<file path="src/rtl/pe_act_queue_pkg.sv">
// ----------------------------------------------------------------------------
// pe_act_queue_pkg
//   Shared definitions for the PE activation queue.
//   Provides the default geometry of the queue and of the activation entries.
//   An entry on the push bus is {idx, data}, with idx in the upper bits.
// ----------------------------------------------------------------------------
package pe_act_queue_pkg;

  localparam int DEF_DEPTH      = 8;
  localparam int DEF_DATA_WIDTH = 16;
  localparam int DEF_IDX_WIDTH  = 10;
  localparam int DEF_CNT_WIDTH  = 16;

endpackage : pe_act_queue_pkg

</file>
<file path="src/rtl/pe_act_queue_sync_fifo_ptr.sv">
// ----------------------------------------------------------------------------
// pe_act_queue_sync_fifo_ptr
//   Read/write pointer and occupancy bookkeeping for a synchronous FIFO.
//   Reusable by any PE-local queue that keeps its own storage array.
//
// Ports
//   clk          system clock
//   rst          asynchronous reset, active low
//   i_clr        synchronous clear of pointers and count; wins over push/pop
//   i_push       push request
//   i_pop        pop request (caller guarantees the FIFO is not empty)
//   o_wr_ptr     slot the next accepted push writes
//   o_rd_ptr     slot currently at the head
//   o_count      occupancy, 0..DEPTH
//   o_full       o_count == DEPTH
//   o_empty      o_count == 0
//   o_push_acc   push takes effect this cycle (write-enable for the array)
//   o_push_drop  push discarded because the FIFO is full and nothing pops
// ----------------------------------------------------------------------------
module pe_act_queue_sync_fifo_ptr
  import pe_act_queue_pkg::*;
#(
  parameter int DEPTH = DEF_DEPTH,
  localparam int PW   = $clog2(DEPTH),
  localparam int CW   = PW + 1
) (
  input  logic          clk,
  input  logic          rst,
  input  logic          i_clr,
  input  logic          i_push,
  input  logic          i_pop,
  output logic [PW-1:0] o_wr_ptr,
  output logic [PW-1:0] o_rd_ptr,
  output logic [CW-1:0] o_count,
  output logic          o_full,
  output logic          o_empty,
  output logic          o_push_acc,
  output logic          o_push_drop
);

  localparam logic [CW-1:0] FULL_CNT = CW'(DEPTH);

  logic [PW-1:0] r_wr_ptr;
  logic [PW-1:0] r_rd_ptr;
  logic [CW-1:0] r_count;
  logic          w_pop;

  assign o_full  = (r_count == FULL_CNT);
  assign o_empty = (r_count == '0);

  assign w_pop       = i_pop & ~i_clr;
  // A pop in the same cycle frees the slot, so a push is still accepted at full.
  assign o_push_acc  = i_push & (~o_full | w_pop) & ~i_clr;
  assign o_push_drop = i_push & o_full & ~w_pop & ~i_clr;

  // NOTE: state registers use non-blocking assignments so every flop samples
  // the pre-edge values, independent of statement order within the block.
  always_ff @(posedge clk or negedge rst) begin
    if (!rst) begin
      r_wr_ptr <= '0;
      r_rd_ptr <= '0;
      r_count  <= '0;
    end else if (i_clr) begin
      r_wr_ptr <= '0;
      r_rd_ptr <= '0;
      r_count  <= '0;
    end else begin
      // Pointers are DEPTH-sized (power of two), so they wrap to 0 on their own.
      if (o_push_acc) r_wr_ptr <= r_wr_ptr + 1'b1;
      if (w_pop)      r_rd_ptr <= r_rd_ptr + 1'b1;
      case ({o_push_acc, w_pop})
        2'b10:   r_count <= r_count + 1'b1;
        2'b01:   r_count <= r_count - 1'b1;
        default: r_count <= r_count;
      endcase
    end
  end

  assign o_wr_ptr = r_wr_ptr;
  assign o_rd_ptr = r_rd_ptr;
  assign o_count  = r_count;

endmodule : pe_act_queue_sync_fifo_ptr

</file>
<file path="src/rtl/pe_act_queue.sv">
// ----------------------------------------------------------------------------
// pe_act_queue
//   First-word-fall-through activation queue between the network interface
//   push path and the PE MAC datapath. pop_act goes back to the network
//   interface so it can release the credit for the freed slot.
//
// Ports
//   clk, rst      clock; asynchronous active-low reset
//   push_act/act  push strobe and entry {idx, data} from the network interface
//   pop_act       head consumed this cycle
//   head_valid    head entry present; head_idx/head_data are 0 when not valid
//   mac_ready     MAC accepts the head this cycle
//   flush         layer boundary: clears contents and consumed_cnt next cycle
//   count/full/empty  occupancy status
//   consumed_cnt  saturating count of pops since reset or flush
//   overflow_err  sticky: a push was dropped at full (cleared only by reset)
// ----------------------------------------------------------------------------
module pe_act_queue
  import pe_act_queue_pkg::*;
#(
  parameter int DEPTH      = DEF_DEPTH,
  parameter int DATA_WIDTH = DEF_DATA_WIDTH,
  parameter int IDX_WIDTH  = DEF_IDX_WIDTH,
  parameter int CNT_WIDTH  = DEF_CNT_WIDTH,
  localparam int BUS_W     = IDX_WIDTH + DATA_WIDTH,
  localparam int PW        = $clog2(DEPTH),
  localparam int CW        = PW + 1
) (
  input  logic                  clk,
  input  logic                  rst,
  input  logic                  push_act,
  input  logic [BUS_W-1:0]      act,
  output logic                  pop_act,
  output logic                  head_valid,
  output logic [IDX_WIDTH-1:0]  head_idx,
  output logic [DATA_WIDTH-1:0] head_data,
  input  logic                  mac_ready,
  input  logic                  flush,
  output logic [CW-1:0]         count,
  output logic                  full,
  output logic                  empty,
  output logic [CNT_WIDTH-1:0]  consumed_cnt,
  output logic                  overflow_err
);

  logic [BUS_W-1:0]     r_mem [DEPTH];
  logic [CNT_WIDTH-1:0] r_consumed;
  logic                 r_overflow;

  logic [PW-1:0]        w_wr_ptr;
  logic [PW-1:0]        w_rd_ptr;
  logic                 w_push_acc;
  logic                 w_push_drop;
  logic [BUS_W-1:0]     w_head;

  pe_act_queue_sync_fifo_ptr #(.DEPTH(DEPTH)) u_ptr (
    .clk         (clk),
    .rst         (rst),
    .i_clr       (flush),
    .i_push      (push_act),
    .i_pop       (pop_act),
    .o_wr_ptr    (w_wr_ptr),
    .o_rd_ptr    (w_rd_ptr),
    .o_count     (count),
    .o_full      (full),
    .o_empty     (empty),
    .o_push_acc  (w_push_acc),
    .o_push_drop (w_push_drop)
  );

  assign head_valid = ~empty;
  assign pop_act    = head_valid & mac_ready & ~flush;

  // NOTE: the storage array has no reset; entries are only observable once
  // written, so resetting it would add a reset fan-out for no behaviour.
  always_ff @(posedge clk) begin
    if (w_push_acc) r_mem[w_wr_ptr] <= act;
  end

  // Masking with head_valid keeps never-written (unknown) slots off the bus
  // and gives the all-zero head the queue shows out of reset.
  assign w_head    = head_valid ? r_mem[w_rd_ptr] : '0;
  assign head_idx  = w_head[BUS_W-1 -: IDX_WIDTH];
  assign head_data = w_head[DATA_WIDTH-1:0];

  always_ff @(posedge clk or negedge rst) begin
    if (!rst) begin
      r_consumed <= '0;
    end else if (flush) begin
      r_consumed <= '0;
    end else if (pop_act && (r_consumed != '1)) begin
      r_consumed <= r_consumed + 1'b1;
    end
  end

  // Flush deliberately leaves the error flag alone: it records a credit
  // protocol violation, which must survive layer boundaries.
  always_ff @(posedge clk or negedge rst) begin
    if (!rst) begin
      r_overflow <= 1'b0;
    end else if (w_push_drop) begin
      r_overflow <= 1'b1;
    end
  end

  assign consumed_cnt = r_consumed;
  assign overflow_err = r_overflow;

endmodule : pe_act_queue

</file>
<file path="config.mk">
export PLATFORM = sky130hd
export DESIGN_NAME = pe_act_queue
export DESIGN_NICKNAME = d
export VERILOG_FILES = /design/src/rtl/pe_act_queue_pkg.sv /design/src/rtl/pe_act_queue_sync_fifo_ptr.sv /design/src/rtl/pe_act_queue.sv
export SDC_FILE = /design/constraint.sdc
export NUM_CORES = 1
export LEC_CHECK = 0
export ABC_AREA = 1
export BUFFER_PORTS_ARGS = -buffer_cell sky130_fd_sc_hd__buf_2
export CAP_MARGIN = 20
export CELL_PAD_IN_SITES_DETAIL_PLACEMENT = 1
export CELL_PAD_IN_SITES_GLOBAL_PLACEMENT = 1
export CORE_MARGIN = 2
export CORE_UTILIZATION = 48
export DETAILED_ROUTE_END_ITERATION = 8
export PLACE_DENSITY = 0.86
export SETUP_SLACK_MARGIN = 0.3
export SLEW_MARGIN = 20
export SYNTH_ARGS = -nofsm -noshare
export SYNTH_HDL_FRONTEND = slang
export SYNTH_SLANG_ARGS = --single-unit
</file>
<file path="constraint.sdc">
create_clock -name clk -period 3.61 [get_ports clk]
set_input_delay 1.083 -clock clk [delete_from_list [all_inputs] [get_ports clk]]
set_output_delay 1.083 -clock clk [all_outputs]
set_load 0.02 [all_outputs]
</file>
* Word-level counts from Yosys, hierarchy flattened
Memory sizes are Yosys's and may differ from the RTL's.
Index checks and enable logic that the tools add are counted.
** Operators by class
- Bitwise gates (word level) :: 13
- Add/sub/neg operators :: 5
- Equality and inequality tests :: 4
- Muxes and demuxes :: 11
- Reductions and logical operators :: 6
** Operators with widths (count)
- $mux 16 :: 2
- $mux 26 :: 1
- $add 16x1->16 const B :: 1
- $ne 16x16->1 const B :: 1
- $mux 3 :: 4
- $and 1x1->1 :: 8
- $pmux 4 s2 :: 1
- $add 3x1->3 const B :: 2
- $reduce_bool 2->1 :: 3
- $add 4x1->4 const B :: 1
- $eq 4x4->1 const B :: 1
- $logic_not 4->1 :: 1
- $mux 4 :: 1
- $not 1->1 :: 4
- $sub 4x1->4 const B :: 1
- $reduce_bool 3->1 :: 1
- $eq 2x1->1 const B :: 1
- $eq 2x2->1 const B :: 1
- $mux 1 :: 2
- $logic_and 1x1->1 :: 1
- $or 1x1->1 :: 1
** Storage, ports and cells
- Memories :: 1
- RAM bits :: 208
- Input port bits :: 31
- Bits in registers :: 27
- Output and inout bits :: 51
** Memory list
- r_mem :: words 8, bits a word 26, read ports 1, clocked after memory_dff 0, wr ports 1, line pe_act_queue.sv:46 : logic [BUS_W-1:0] r_mem [DEPTH];

* Depth between registers and ports, before layout
Gate-level depths: netlist of the first run.
- Depth in word-level cells :: 11
- Depth in mapped cells :: 12
- Mapped depth without buffers :: 12

* Hierarchy
Synthesis of the first run repeated with hierarchy kept, for this count alone.
** Second synthesis, totals
- Cell total of the unflattened synthesis :: 886
- Area, all modules :: 9853.2 sq um
** By module, submodules not included
- pe_act_queue :: area each 9225.1 sq um, cells an instance 806, instances 1
- pe_act_queue_sync_fifo_ptr :: area each 628.1 sq um, cells an instance 80, instances 1

* Worst setup path after synthesis of the first run
Ideal clock, no wire load.
- Path kind :: input to register
- Start point :: input port flush
- End point :: memory r_mem[0][0] (netlist name) (enable)
- Cell stages on the path :: 7
- Path buffers :: 0
- Setup time :: 409 ps
- Data arrival time :: 2904 ps
- Data required time :: 3201 ps
- Setup slack :: 298 ps
- Path through :: inv_1 -> nand3_2 -> nand2_1 -> nand2_1 -> nor2_1 -> nand2_1 -> nor2_1
** On the way
- Longest elaborated chain between the ends :: 8
** RTL lines
- start: declaration :: line pe_act_queue.sv:38 : input logic flush,
- $not 1->1 * :: line pe_act_queue_sync_fifo_ptr.sv:51, pe_act_queue_sync_fifo_ptr.sv:53, pe_act_queue.sv:72
- $and 1x1->1 :: line pe_act_queue.sv:72 : assign pop_act = head_valid & mac_ready & ~flush;
- $and 1x1->1 :: line pe_act_queue_sync_fifo_ptr.sv:51 : assign w_pop = i_pop & ~i_clr;
- $or 1x1->1 :: line pe_act_queue_sync_fifo_ptr.sv:53 : assign o_push_acc = i_push & (~o_full | w_pop) & ~i_clr;
- $and 1x1->1 :: line pe_act_queue_sync_fifo_ptr.sv:53
- $and 1x1->1 * :: line pe_act_queue_sync_fifo_ptr.sv:53
- $mux 1 * :: line pe_act_queue.sv:77 : if (w_push_acc) r_mem[w_wr_ptr] <= act;
- $mux 1 (not written as such) * :: line pe_act_queue.sv:77
- end: declaration :: line pe_act_queue.sv:46
Every way passes the cells marked *; elsewhere a longest branch is shown, timed or not.

* Worst setup path after layout of the first run
- Start point :: register u_ptr.r_rd_ptr[0] (netlist: u_ptr.o_rd_ptr[0])
- End point :: output port head_data[1]
** On the way
- Longest elaborated chain between the ends :: 2
** RTL lines
- start: declaration :: line pe_act_queue_sync_fifo_ptr.sv:44 : logic [PW-1:0] r_rd_ptr;
- start signal: assignment :: line pe_act_queue_sync_fifo_ptr.sv:70 : if (w_pop) r_rd_ptr <= r_rd_ptr + 1'b1;
- $mem_v2 8x26
- $mux 26 :: line pe_act_queue.sv:82 : assign w_head = head_valid ? r_mem[w_rd_ptr] : '0;
- end: declaration :: line pe_act_queue.sv:36 : output logic [DATA_WIDTH-1:0] head_data,
Every way passes these cells.

==> flow_summary.json, run 1 <==
{
  "ys_ff_latch": 235,
  "die_area_sq_um": 21470,
  "grt-ovfl-total": 0,
  "clk_path_buf_depth": 3,
  "cp.required_ps": 2530,
  "synthesis.nets": 843,
  "grt_antenna_before_repair": 2,
  "fin_crit_sh_pct": 94.89,
  "cp_slowest_stage_delay_ps": 580,
  "wl_per_cell_um": 24.67,
  "grt_pass1_vias": 7454,
  "start_util_pct": 48.49,
  "start_kind": "flop",
  "r2r_start": "u_ptr.o_count[3]",
  "synthCells": 807,
  "worst_r2r_path_depth": 9,
  "cts-root-buf": "clkbuf_16",
  "path_cells": "clkinv_8 -> buf_12 -> nor2_1 -> o32ai_1 -> o21ai_0 -> nor2_1 -> buf_4",
  "clock_skew_ps": 25.89,
  "wirelength_mm": 29.56,
  "layout-drive-gt1-share_pct": 23.30,
  "grt_first_pass_wirelength_mm": 41.95,
  "finalWeightedCongestion": 0.7867,
  "drv_slew": 0,
  "hold_viol_final": 0,
  "hold_class": "flop to flop",
  "htreeDepth": 1,
  "crit_slowest_cell": "dfrtp_4",
  "clkTransAtPathRegs_ps": 60,
  "max_slew.worst_pin.slew_ps": 665.9,
  "insertion_delay_ps": 540,
  "drt_first_iter_violations": 659,
  "portBuffers": 81,
  "synth_cell_type_count": 36,
  "vias_per_cell": 5.882,
  "r2r_slack_ps": 940,
  "area_growth_pct": 22.32,
  "min_period_ps": 3425,
  "fin_area_sq_um": 11930,
  "switching_share_pct": 34.49,
  "pwr-share-clk_pct": 30.1,
  "grt.total_usage_pct": 25.35,
  "drc_errors": 0,
  "postPlaceCellArea_sq_um": 10500,
  "synth_seq_area_share_pct": 71.00,
  "cts.sinks": 235,
  "ant_nets": 0,
  "clock.fmax_mhz": 291.9,
  "power.share.sequential_pct": 36.1,
  "fin_tns_setup_ps": 0,
  "crit_type": "flop to output pin",
  "crit_arrival_ps": 2340,
  "die_w_um": 146.5,
  "vias": 7047,
  "row_count": 52,
  "coreArea_sq_um": 20100,
  "io_pins": 82,
  "p_int_uw": 5727,
  "netlist_area_sq_um": 9749,
  "end_kind": "output pin",
  "synth.avg_cell_area_sq_um": 12.08,
  "final_cell_mix": "nor2_1 (208), edfxtp_1 (208), o21ai_0 (77), buf_2 (65), nand2_1 (43)",
  "nets": 944,
  "outcome": "complete, no violations",
  "startpoint": "u_ptr.o_rd_ptr[0]",
  "crit_fanout": 18,
  "setup_viol": 0,
  "critPathCapture": "head_data[1]",
  "power.leakage_uw": 0.004389,
  "maxSlewHeadroom_pct": 55.61,
  "peakVddDrop_mv": 0.4405,
  "powerDensity_nw_per_um2": 733.0,
  "dp_hpwl_mm": 14.90,
  "r2r-end": "r_mem[0][6]",
  "fp.dieH_um": 146.5,
  "p_comb_share_pct": 33.7,
  "synth_warnings": 0,
  "grt_max_degree": 44,
  "dr.pass1.iters": 4,
  "cts_tree": "done",
  "rsz0062_at_grt": "yes",
  "holdBufCountCts": 0,
  "switching_power_uw": 3015,
  "cts_made_buffers": 25,
  "cpMostUsedCell": "nor2_1",
  "drv_cap": 0
}
## power by group through the flow
stage	Combinational, uW	Sequential, uW	Clock (uW)
2_1_floorplan	1460	3200	0
5_1_grt	3120	3170	2770
3_3_place_gp	2060	3220	0
3_5_place_dp	2150	3230	0
6_report	2950	3160	2630
4_1_cts	2500	3160	2650
## per-stage QoR
step	total power [uW]	setup slack (ps)	hold slack, ps	util, %	cells
6_report	8742	184.6	464.2	59.32	1198
5_1_grt	9066	79.31	494.9	59.32	1198
4_1_cts	8307	267.8	469.8	57.54	1189
3_5_place_dp	5377	484.2	456.5	52.22	1135
3_3_place_gp	5279	664.2	449.6	52.22	1135
2_1_floorplan	4664	297.7	549.5	-	807
## critical path, delay by kind of cell (launching register included)
family | cells | cell delay (ps)
flops | 1 | 580
buf+inv | 3 | 480
compound gates | 2 | 450
simple gates | 2 | 300
## cell usage after synthesis
master      n  area share, %
a22o_1      1          0.090
buf_2      13           0.67
or2_2       1          0.064
nand3_2     1           0.10
o21ai_0    88            4.5
nand3_1    16           0.82
nor3_2      1           0.10
nor2_2      3           0.19
a21oi_1     7           0.36
a31o_2      1          0.090
nand3b_1    1          0.077
buf_4       5           0.39
nor2_4      1           0.12
nand4_2     2           0.26
o22ai_1     2           0.13
nand4_1    10           0.64
buf_1       3           0.12
nor3_4      1           0.17
o21a_1      1          0.077
inv_2       8           0.31
inv_1      28            1.1
nand2_4     2           0.23
o21ai_1    12           0.62
clkbuf_1   22           0.85
xor2_1      5           0.45
dfrtp_1    27            6.9
ha_1        5           0.64
nor3_1      5           0.26
o21bai_1    2           0.15
o22ai_2     1           0.13
nand2_1    43            1.7
o32ai_1    52            4.7
edfxtp_1  208             64
buf_6       2           0.23
nand2_2     1          0.064
nor2_1    226            8.7
## kinds of logic after synthesis
logic type,synth area share [%]
DFF,71.00
AOI/OAI and AO/OA,10.83
buffers and inverters,3.632
adders and majority gates,0.6417
xor gates and xnor gates,0.4492
and+or+nand+nor,13.45
## how the worst min path moves through the flow
stage	startpoint	end	slack (ps)	cells past startpoint
floorplan	u_ptr.o_wr_ptr[0]	u_ptr.o_wr_ptr[0]	550	2
global placement	overflow_err	overflow_err	450	1
detailed placement	overflow_err	overflow_err	460	1
CTS	overflow_err	overflow_err	470	1
global route	overflow_err	overflow_err	490	1
finish	overflow_err	overflow_err	460	1
## flip-flops by register name, indices dropped and copies added, names as in the netlist
signal,count
r_mem,208
consumed_cnt,16
u_ptr.o_count,4
u_ptr.o_rd_ptr,3
u_ptr.o_wr_ptr,3
overflow_err,1
## layer usage
| metal | wire length [um] | global-route usage, % | part of all wire, % |
|---|---|---|---|
| met1 | 11340 | 30.87 | 38 |
| met5 | 13 | 0 | 0.044 |
| met4 | 905 | 8.932 | 3.1 |
| met3 | 1564 | 3.469 | 5.3 |
| met2 | 15730 | 46.32 | 53 |
## area by class of cell
| type | count | area, sq um |
|---|---|---|
| sequential | 235 | 6929 |
| clock buffer | 29 | 640.6 |
| fill | 2014 | 8179 |
| clock inverter | 17 | 185.2 |
| multi-input combinational | 491 | 2661 |
| inverter | 36 | 147.6 |
| timing repair buffer | 119 | 1021 |
| tap | 270 | 337.8 |
| antenna | 1 | 2.502 |
## what timing repair did
action	4_1_cts	5_1_grt
cloned	3	5
setup endpoints to repair	27	26
setup buffers	5	3
pin swaps	4	14
resized for setup	24	56
endpoints found under the hold margin	0	0
No activity file was read; power rests on OpenSTA's default activity.
==> run 2, diff against run 1 <==
PLACE_DENSITY = 0.87   (was 0.86)
SYNTH_HIERARCHICAL = 1   (was default)
==> flow_summary.json, run 2 <==
{
  "outcome": "complete, no violations",
  "final_cells": 1280,
  "setup_viol": 0,
  "final_cell_mix": "nor2_1 (224), edfxtp_1 (208), o21ai_0 (125), nand2_1 (91), buf_2 (79)",
  "grt.total_usage_pct": 24.89,
  "drt_first_iter_violations": 579,
  "cp.required_ps": 2530,
  "ys_top_cells_by_area": "edfxtp_1 (63%), nor2_1 (9.0%), o21ai_0 (8.2%)",
  "start_util_pct": 48.85,
  "synth-edff-count": 208,
  "switching_share_pct": 23.27,
  "ys.flop_type": "edfxtp_1",
  "drv_slew": 0,
  "largest_register_ffs": 208,
  "nets": 1030,
  "fin_area_sq_um": 11750,
  "fin_crit_sh_pct": 93.58,
  "power.share.sequential_pct": 52.4,
  "peakVddDrop_mv": 0.4295,
  "grt_first_pass_wirelength_mm": 41.62,
  "die_area_sq_um": 21690,
  "async_reset_ff_share_pct": 11.49,
  "row_count": 52,
  "switching_power_uw": 1340,
  "cts-root-buf": "clkbuf_16",
  "synth_common_cells": "nor2_1 (235), edfxtp_1 (208), o21ai_0 (162), nand2_1 (91), inv_1 (31)",
  "crit_type": "flop to output pin",
  "synth.most_common_cell": "nor2_1",
  "ys_ff_latch": 235,
  "coreArea_sq_um": 20170,
  "final_util_pct": 58.24,
  "dr.pass1.iters": 5,
  "ant_nets": 0,
  "powerDensity_nw_per_um2": 490.4,
  "grt_pass1_vias": 7646,
  "synth_cell_type_count": 31,
  "vias_per_cell": 5.713,
  "top_register": "r_mem",
  "p_comb_share_pct": 7.4,
  "cts.sinks": 235,
  "p_int_uw": 4421,
  "synth_seq_area_share_pct": 70.25,
  "drv_cap": 0,
  "holdBufCountCts": 0,
  "power.leakage_uw": 0.004548,
  "clkTransAtPathRegs_ps": 60,
  "wl_per_cell_um": 22.59,
  "grt-ovfl-total": 0,
  "crit_arrival_ps": 2300,
  "synth.avg_cell_area_sq_um": 11.12,
  "synth_top_cell_by_area": "edfxtp_1",
  "htreeDepth": 1,
  "synthCells": 886,
  "fp.dieH_um": 147.3,
  "vias": 7312,
  "crit_fanout": 7,
  "synth_warnings": 6,
  "max_slew.worst_pin.slew_ps": 787.0,
  "grt_max_degree": 74,
  "start_kind": "flop",
  "area_growth_pct": 19.23,
  "min_period_ps": 3378,
  "end_kind": "output pin",
  "hold_class": "flop to flop",
  "io_pins": 82,
  "cts_made_buffers": 24,
  "clock_skew_ps": 10.49,
  "p_total_uw": 5762,
  "maxSlewHeadroom_pct": 47.47,
  "hold_viol_final": 0,
  "layout-drive-gt1-share_pct": 18.32,
  "synthesis.nets": 923,
  "rsz0062_at_grt": "yes",
  "cts_tree": "done",
  "wirelength_mm": 28.92,
  "dp_hpwl_mm": 16.11,
  "diodes": 0,
  "die_w_um": 147.3,
  "grt_antenna_before_repair": 0,
  "finalWeightedCongestion": 0.7595,
  "final_common_cell": "nor2_1",
  "clk_path_buf_depth": 3,
  "clock.fmax_mhz": 296.0,
  "insertion_delay_ps": 530,
  "netlist_area_sq_um": 9853,
  "portBuffers": 81,
  "pwr-share-clk_pct": 40.2,
  "drc_errors": 0,
  "postPlaceCellArea_sq_um": 10700,
  "dp_cells": 1218,
  "synth.top_cell.area_share_pct": 63.39
}
run 2: changes by cell type in the layout (fill, tap and decap cells not counted), sizes merged, moves of 3 or more:
cell,delta
buf,+5
o21ai,+84
bufinv,-3
o32ai,-52
nor3,-5
nand2,+47
nand3,+9
a21oi,-5
o22ai,-3
nand4,-3
nor2,+9
inv,-4
run 2: per-layer routing:
layer,GRT usage (%),wire length (um),vias up
met5,0,0,-
met4,10.34,780,0
met3,3.478,1539,55
met2,44.86,15130,261
met1,30.09,11470,3714
li1,-,-,3282
run 2: critical path, stage by stage, from the launching register on:
cell	delay (ps)
dfrtp_2	420
buf_12	150
clkinv_8	80
buf_4	110
buf_4	110
nor2_1	50
o21ai_0	280
o21ai_1	120
nor2_1	260
buf_4	190
run 2: final timing paths:
check                                          to  depth (start not counted)              start  slack [ps]
worst max-delay path                 head_data[0]                          9  u_ptr/o_rd_ptr[0]         230
worst min-delay path                 overflow_err                          1       overflow_err         470
worst max register to register       r_mem[7][25]                         14   u_ptr/o_count[0]         520
worst min register to register       overflow_err                          1       overflow_err         470
max in group asynchronous       u_ptr/o_rd_ptr[1]                          1                rst        2570
min in group asynchronous       u_ptr/o_wr_ptr[1]                          1                rst         580
run 2: per-stage QoR:
stage	TNS (ps)	setup slack, ps	hold WS [ps]
after floorplan	-12450	-66.73	497.7
after global placement	0	461.6	445.6
after detailed placement	0	284.2	456.3
after CTS	0	293.8	472.1
after global routing	0	143.5	490.2
final	0	231.8	472.6
run 2: cell families (layout without fill, tap and decap cells):
family	Yosys count	count (layout)	share of synthesized area [%]
simple gates	373	373	15.39
fa+ha+maj	6	6	0.8381
xor+xnor	5	5	0.4444
flops	235	235	70.25
compound gates	191	191	9.879
buf+inv	76	200	3.200
run 2: layout make-up:
class                   instances  area, sq um
clock buffers                  29        619.3
clock inverters                14        97.59
fillers                      2132         8422
inverters                      33        136.4
multi-input cells             575         2654
flip-flops and latches        235         6924
well taps                     270        337.8
repair buffers                124        978.4
run 2: power by group through the flow:
| stage | clock network [uW] | logic, uW | registers (uW) |
|---|---|---|---|
| finish | 2320 | 428 | 3020 |
| detailed placement | 0 | 364 | 3070 |
| CTS | 2320 | 386 | 3020 |
| global route | 2440 | 463 | 3020 |
| global placement | 0 | 342 | 3070 |
| floorplan | 0 | 193 | 3070 |
run 2: repair_timing:
item,4_1_cts,5_1_grt
gates cloned,2,5
resized for setup,8,51
setup endpoints to repair,17,207
pin swaps,0,5
buffers inserted,1,11
